## src/rtl/mem_arbiter.sv

```systemverilog
// ---------------------------------------------------------------------------
// mem_arbiter: IF/DM arbiter and sequencer for a single-port fixed-latency memory.
// rev 1.0
// ---------------------------------------------------------------------------
`default_nettype none

module mem_arbiter #(
  parameter int ADDR_W = 16,
  parameter int DATA_W = 16,
  parameter int LAT    = 2
) (
  input  logic              clk,
  input  logic              reset,
  input  logic              if_req,
  input  logic [ADDR_W-1:0] if_addr,
  output logic [DATA_W-1:0] if_rdata,
  output logic              if_ready,
  input  logic              dm_rd,
  input  logic              dm_wr,
  input  logic [ADDR_W-1:0] dm_addr,
  input  logic [DATA_W-1:0] dm_wdata,
  output logic [DATA_W-1:0] dm_rdata,
  output logic              dm_ready,
  output logic              stall,
  output logic              mem_en,
  output logic              mem_we,
  output logic [ADDR_W-1:0] mem_addr,
  output logic [DATA_W-1:0] mem_wdata,
  input  logic [DATA_W-1:0] mem_rdata
);

  localparam int               CNT_W    = $clog2(LAT + 1);
  localparam logic [CNT_W-1:0] CNT_LOAD = CNT_W'(LAT);
  localparam logic [CNT_W-1:0] CNT_ONE  = CNT_W'(1);

  typedef enum logic [1:0] {
    IDLE  = 2'd0,
    ISSUE = 2'd1,
    WAIT  = 2'd2,
    DONE  = 2'd3
  } state_t;

  state_t           state;
  state_t           state_next;
  logic [CNT_W-1:0] cnt;
  logic             owner_dm;
  logic             last_dm;

  logic dm_req;
  logic any_req;
  logic grant_dm;
  logic wait_last;

  assign dm_req    = dm_rd | dm_wr;
  assign any_req   = if_req | dm_req;
  // Data wins, except right after a data grant when fetch is waiting.
  assign grant_dm  = dm_req & ~(last_dm & if_req);
  assign wait_last = (cnt == CNT_ONE);
  assign stall     = (if_req & ~if_ready) | (dm_req & ~dm_ready);

  always_comb begin
    state_next = state;
    case (state)
      IDLE:    if (any_req) state_next = ISSUE;
      ISSUE:   state_next = WAIT;
      WAIT:    if (wait_last) state_next = DONE;
      DONE:    state_next = IDLE;
      default: state_next = IDLE;
    endcase
  end

  always_ff @(posedge clk) begin
    if (reset) begin
      state     <= IDLE;
      cnt       <= '0;
      owner_dm  <= 1'b0;
      last_dm   <= 1'b0;
      mem_en    <= 1'b0;
      mem_we    <= 1'b0;
      mem_addr  <= '0;
      mem_wdata <= '0;
      if_ready  <= 1'b0;
      dm_ready  <= 1'b0;
      if_rdata  <= '0;
      dm_rdata  <= '0;
    end else begin
      state    <= state_next;
      mem_en   <= 1'b0;
      if_ready <= 1'b0;
      dm_ready <= 1'b0;
      case (state)
        IDLE: begin
          if (any_req) begin
            mem_en   <= 1'b1;
            owner_dm <= grant_dm;
            last_dm  <= grant_dm;
            mem_we   <= grant_dm & dm_wr;
            mem_addr <= grant_dm ? dm_addr : if_addr;
            if (grant_dm) mem_wdata <= dm_wdata;
          end
        end
        ISSUE: cnt <= CNT_LOAD;
        WAIT: begin
          cnt <= cnt - CNT_ONE;
          if (wait_last) begin
            // mem_we still holds the latched write flag of this access.
            if (!mem_we) begin
              if (owner_dm) dm_rdata <= mem_rdata;
              else          if_rdata <= mem_rdata;
            end
            if (owner_dm) dm_ready <= 1'b1;
            else          if_ready <= 1'b1;
          end
        end
        DONE:    ;
        default: ;
      endcase
    end
  end

endmodule

`default_nettype wire

```

## config.mk

```make
export PLATFORM = sky130hd
export DESIGN_NAME = mem_arbiter
export DESIGN_NICKNAME = d
export VERILOG_FILES = /design/src/rtl/mem_arbiter.sv
export SDC_FILE = /design/constraint.sdc
export NUM_CORES = 1
export LEC_CHECK = 0
export CORE_MARGIN = 3
export CORE_UTILIZATION = 46
export CTS_BUF_LIST = sky130_fd_sc_hd__clkbuf_4
export DETAILED_ROUTE_END_ITERATION = 6
export MAX_ROUTING_LAYER = met4
export PLACE_DENSITY = 0.88
export SLEW_MARGIN = 20
export SYNTH_ARGS = -nofsm -noshare
export SYNTH_HDL_FRONTEND = slang
export SYNTH_SLANG_ARGS = --single-unit
```

## constraint.sdc

```tcl
create_clock -name clk -period 3.2 [get_ports clk]
set_clock_uncertainty 0.15 [all_clocks]
set_input_delay 0.64 -clock clk [delete_from_list [all_inputs] [get_ports clk]]
set_output_delay 0.64 -clock clk [all_outputs]
set_load 0.05 [all_outputs]
```

Yosys cells after proc, flatten, opt, wreduce, memory -nomap -nowiden:

Cells that the tools add are included.

* input port bits: 69
* word-level logic and storage cells: 51
* flip-flop bits (word level): 73

* mux-type cells: 8
* reduce and logical (&&, ||, !) cells: 9
* add/subtract/negate cells: 1
* eq/ne operators: 6
* bitwise operators: 16

Operator list (count)
* $mux W16: 1
* $not A1 Y1: 8
* $pmux W2 S4: 1
* $reduce_and A4 Y1: 2
* $and A1 B1 Y1: 5
* $eq A2 B1 Y1 const B: 2
* $eq A2 B2 Y1 const B: 2
* $mux W2: 2
* $ne A2 B2 Y1 const B: 2
* $pmux W2 S2: 1
* $reduce_and A2 Y1: 2
* $mux W1: 3
* $or A1 B1 Y1: 3
* $reduce_and A3 Y1: 1
* $reduce_or A3 Y1: 1
* $logic_not A2 Y1: 1
* $reduce_bool A2 Y1: 1
* $reduce_or A2 Y1: 1
* $sub A2 B1 Y2 const B: 1

Depth between registers and ports, before layout:

* depth after elaboration: 4
* mapped depth: 7
* gate-level depth less buffers: 5

Worst setup path after synthesis:

OpenSTA, ideal clock, no wires.

* path type: input to output
* start point: input dm_wr
* end point: output stall
* slack: 859 ps
* stages: 3
* required time: 2410 ps
* arrival: 1551 ps
* path buffers: 1
* cell sequence: buf_6 -> nor2_1 -> o22ai_1

* cells in the longest elaborated chain, start to end: 3

Ends and longest elaborated chain
* from (decl): RTL line 19 `input logic dm_wr,`
* $or A1 B1 Y1: RTL line 54 `assign dm_req = dm_rd | dm_wr;`
* $and A1 B1 Y1: RTL line 59 `assign stall = (if_req & ~if_ready) | (dm_req & ~dm_ready);`
* $or A1 B1 Y1: RTL line 59
* to (decl): RTL line 24 `output logic stall,`

No other way between the ends.

Final worst setup path:

* start point: input if_req
* end point: output stall

* cells in the longest elaborated chain, start to end: 2

Ends and longest elaborated chain
* from (decl): RTL line 14 `input logic if_req,`
* $and A1 B1 Y1: RTL line 59
* $or A1 B1 Y1: RTL line 59

No other way between the ends.

==> impl_summary.md <==
Cells and area
In the final layout, flip-flops and latches occupy 1461 sq um. Cells with a size suffix above 1 make up ~5.8% of the layout. The area growth from synthesis to layout is 51.58%. At the end of the flow, the number of nets in the layout was 549.

The area taken by multi-input logic gates is 1287 sq um. The final core area utilization is 73.47%. 0 antenna diodes ended up in the layout. Fill cells in the final layout number around 460. Leaving out filler cells and counting taps, the final layout contains 555.

Floorplanning
The die span in y is 85.92 um. The floorplan die area is 7381 sq um. The number of primary I/O pins is 138. The total area inside the core boundary comes to about 6100 sq um. The starting utilization of the core area is 48.47%. The floorplan has 28 rows.

Measured along the x axis, the die boundary spans 85.92 um.

Synthesis
In the synthesized netlist the dominant register cell turns out to be dfxtp_1. The top cell type by area accounts for between 40% and 50% of the synthesized area. The average cell area after synthesis is 8.346 sq um. In this run, synthesis produced a sequential element count of 73. After synthesis, the netlist uses 33 different library cells. The post-synth net total is approximately 430.

Yosys printed 0 warnings. The synthesized netlist occupies a cell area of 2938 sq um. dfxtp_1 takes more of the synthesized area than any other cell. Ranked by total cell area, the synthesized netlist is headed by dfxtp_1, nand2_1, a21oi_1. The commonest cells after synthesis are nand2_1, dfxtp_1, a21oi_1, nor2_1. The most common cell in the synthesized netlist is nand2_1. In the synthesized netlist the async set-or-reset flop fraction comes to 0%. The post-synthesis sequential area ratio is 49.74%. In this run, synthesis inferred 0 flip-flops with an integrated enable. After technology mapping, the gate count stands at 352.

Power
The design internal power is 2.016 mW. The combinational share of power is 45.0%. The fraction of power consumed by sequential logic is 34.1%. In this run switching power makes up 41.45% of total power. Summed over all cells, the static leakage comes to 1.591 nW.

The analysis attributes to net switching a power of 1.427 mW. The cell area power density is 773.2 nW/um^2. The clock network is responsible for between 20% and 30% of the overall power. The maximum VDD drop is 0.0005787 V.

Timing
Once routing completed, OpenROAD measured the worst setup slack at 0.5592 ns. Subtracting the final worst setup slack from the clock period gives about 2.6 ns. Setup violations remaining at the end of the flow were counted as 0.

Dividing the final minimum period by the clock period gives ~83%. The sum of negative setup slack is 0 ns. The relative slew slack is about half. The actual transition at the worst max-transition pin is ~0.77 ns. Setup repair after global routing left no endpoint under its margin. The max-slew violation count is 0.

The final hold violation count is 0. The maximum clock frequency is 378.7 MHz.

CTS
The clock passes through at most 2 buffers. The total number of H-tree levels is 3. Counting the buffers created by CTS gives 9.

The clock root buffer is clkbuf_4. The clock transition at the registers of the reported paths is 0.10 ns. The buffers inserted during post-CTS setup optimization is 0. The number of hold buffers added after CTS was 0. The TritonCTS sink count is 73. The clock insertion delay at the later pin of the skew report is 0.41 ns. The clock tree from TritonCTS is built. Gates resized during post-CTS repair numbered 0.

Drt
The number of remaining DRC errors is 0. Routed signal wires occupy layers up through met4. The via count normalized by instance count is 5.337.

The routed design uses 572 um of met3 wire. The remaining antenna violation count is 0. After the first detailed-routing iteration, the DRC count stood at 132. The first TritonRoute pass finished after 4 iterations.

In the final routed layout, each cell accounts on average for 15.33 um. The final layout contains routed wiring with a total length of 8508 um. The routed metal-1 wirelength is 3311 um. The total number of vias is slightly below 3000.

The length of routed met2 wiring is 4310 um.

Critical path
The worst path arrival time is 1.85 ns. The kind of start point of the critical path is an input pin. Along the worst path, the maximum fanout reaches 6. The startpoint-to-endpoint class of the critical path is input pin to output port. STA puts the critical path data required time at 2.41 ns. The worst register-to-register path has a setup slack of 1.07 ns.

The kind of end point of the critical path is an output port.

Global route
The first-pass GRT wire length is 13490 um. In the global route stage, overall resource usage came out at roughly a quarter. The number of antenna violations at the first check in global routing came to 0.

The overflow left after global routing is 0. The largest net degree at the start of global routing is 33. The number of global-route vias before repair is 2816.

Placement
The worst slack at placement is 0.5540 ns. Input and output buffers added on the ports amount to around 140. At the end of routability-driven placement, the weighted congestion stood at 0.7992.

Counting tap cells, the placed design contains a total of roughly 540 instances. The wire-length estimate of the detail-placed layout is 6076 um.

Run status
The flow ran to the end, and the final reports show no timing, DRC or antenna violations.

Run
The max-capacitance violation count is 0.

Worst hold path
The path type of the worst min-delay path is flip-flop to flip-flop.
## flip-flops by register name (all words and copies together), names as in the netlist
signal,flops
dm_ready,1
dm_rdata,16
if_ready,1
mem_addr,16
if_rdata,16
mem_we,1
last_dm,1
state,2
mem_wdata,16
cnt,2
mem_en,1
## worst max-delay path, cell delays in order
cell             delay [ns]
clkdlybuf4s50_1        0.67
inv_1                  0.08
o22ai_1                0.28
buf_12                 0.18
## final timing paths
kind,start,endpoint,cells after the start
setup / recovery,if_req,stall,4
hold / removal,dm_rdata[7],dm_rdata[7],2
setup reg to reg,state[0],mem_addr[7],6
hold reg to reg,dm_rdata[7],dm_rdata[7],2
## routing by layer
metal  up-vias  GRT usage (%)
met5         -              -
met4         0          13.38
met3        30          4.707
li1       1443              -
met1      1364          26.83
met2       125          40.43
## power groups by stage
stage                     clock network (mW)  registers [mW]  logic, mW
after floorplan                            0            1.65      0.639
after global placement                     0            1.18       1.52
after detailed placement                   0            1.19       1.54
after CTS                              0.737            1.17       1.55
after global routing                   0.781            1.20       1.66
final                                  0.721            1.17       1.55
## cell families (layout without fill, tap and decap cells)
family | Yosys count | after routing | share of synthesized area, %
fa+ha+maj | 5 | 5 | 2.129
mux | 1 | 1 | 0.3407
flops | 73 | 73 | 49.74
buf+inv | 35 | 163 | 6.856
simple gates | 147 | 147 | 21.29
compound gates | 91 | 91 | 19.63
## final cells by class
| class | instances | area share, % |
|---|---|---|
| well taps | 75 | 2.107 |
| repair buffers | 141 | 31.58 |
| clock buffers | 10 | 1.686 |
| multi-input cells | 244 | 28.91 |
| flip-flops and latches | 73 | 32.82 |
| clock inverters | 6 | 2.388 |
| inverters | 6 | 0.5058 |
## placed cells by master (no fill, tap or decap), types with 2 or more instances in the layout
cell,count
nand2b_1,3
ha_1,5
clkbuf_4,10
bufinv_16,3
a311oi_1,16
inv_1,6
a21oi_1,49
buf_4,4
dfxtp_1,73
o22ai_1,2
clkdlybuf4s50_1,135
nor2_1,22
o21ai_0,16
nand3_1,16
nand2_1,98
## metrics by stage
stage                     hold slack, ns  instance area [sq um]  power (mW)
final                             0.3089                   4453       3.443
after global routing              0.3323                   4453       3.636
after CTS                         0.3125                   4453       3.460
after detailed placement          0.2971                   4272       2.737
after global placement            0.2916                   4259       2.704
after floorplan                   0.3117                   2938       2.294
(Power assumes the default switching activity.)
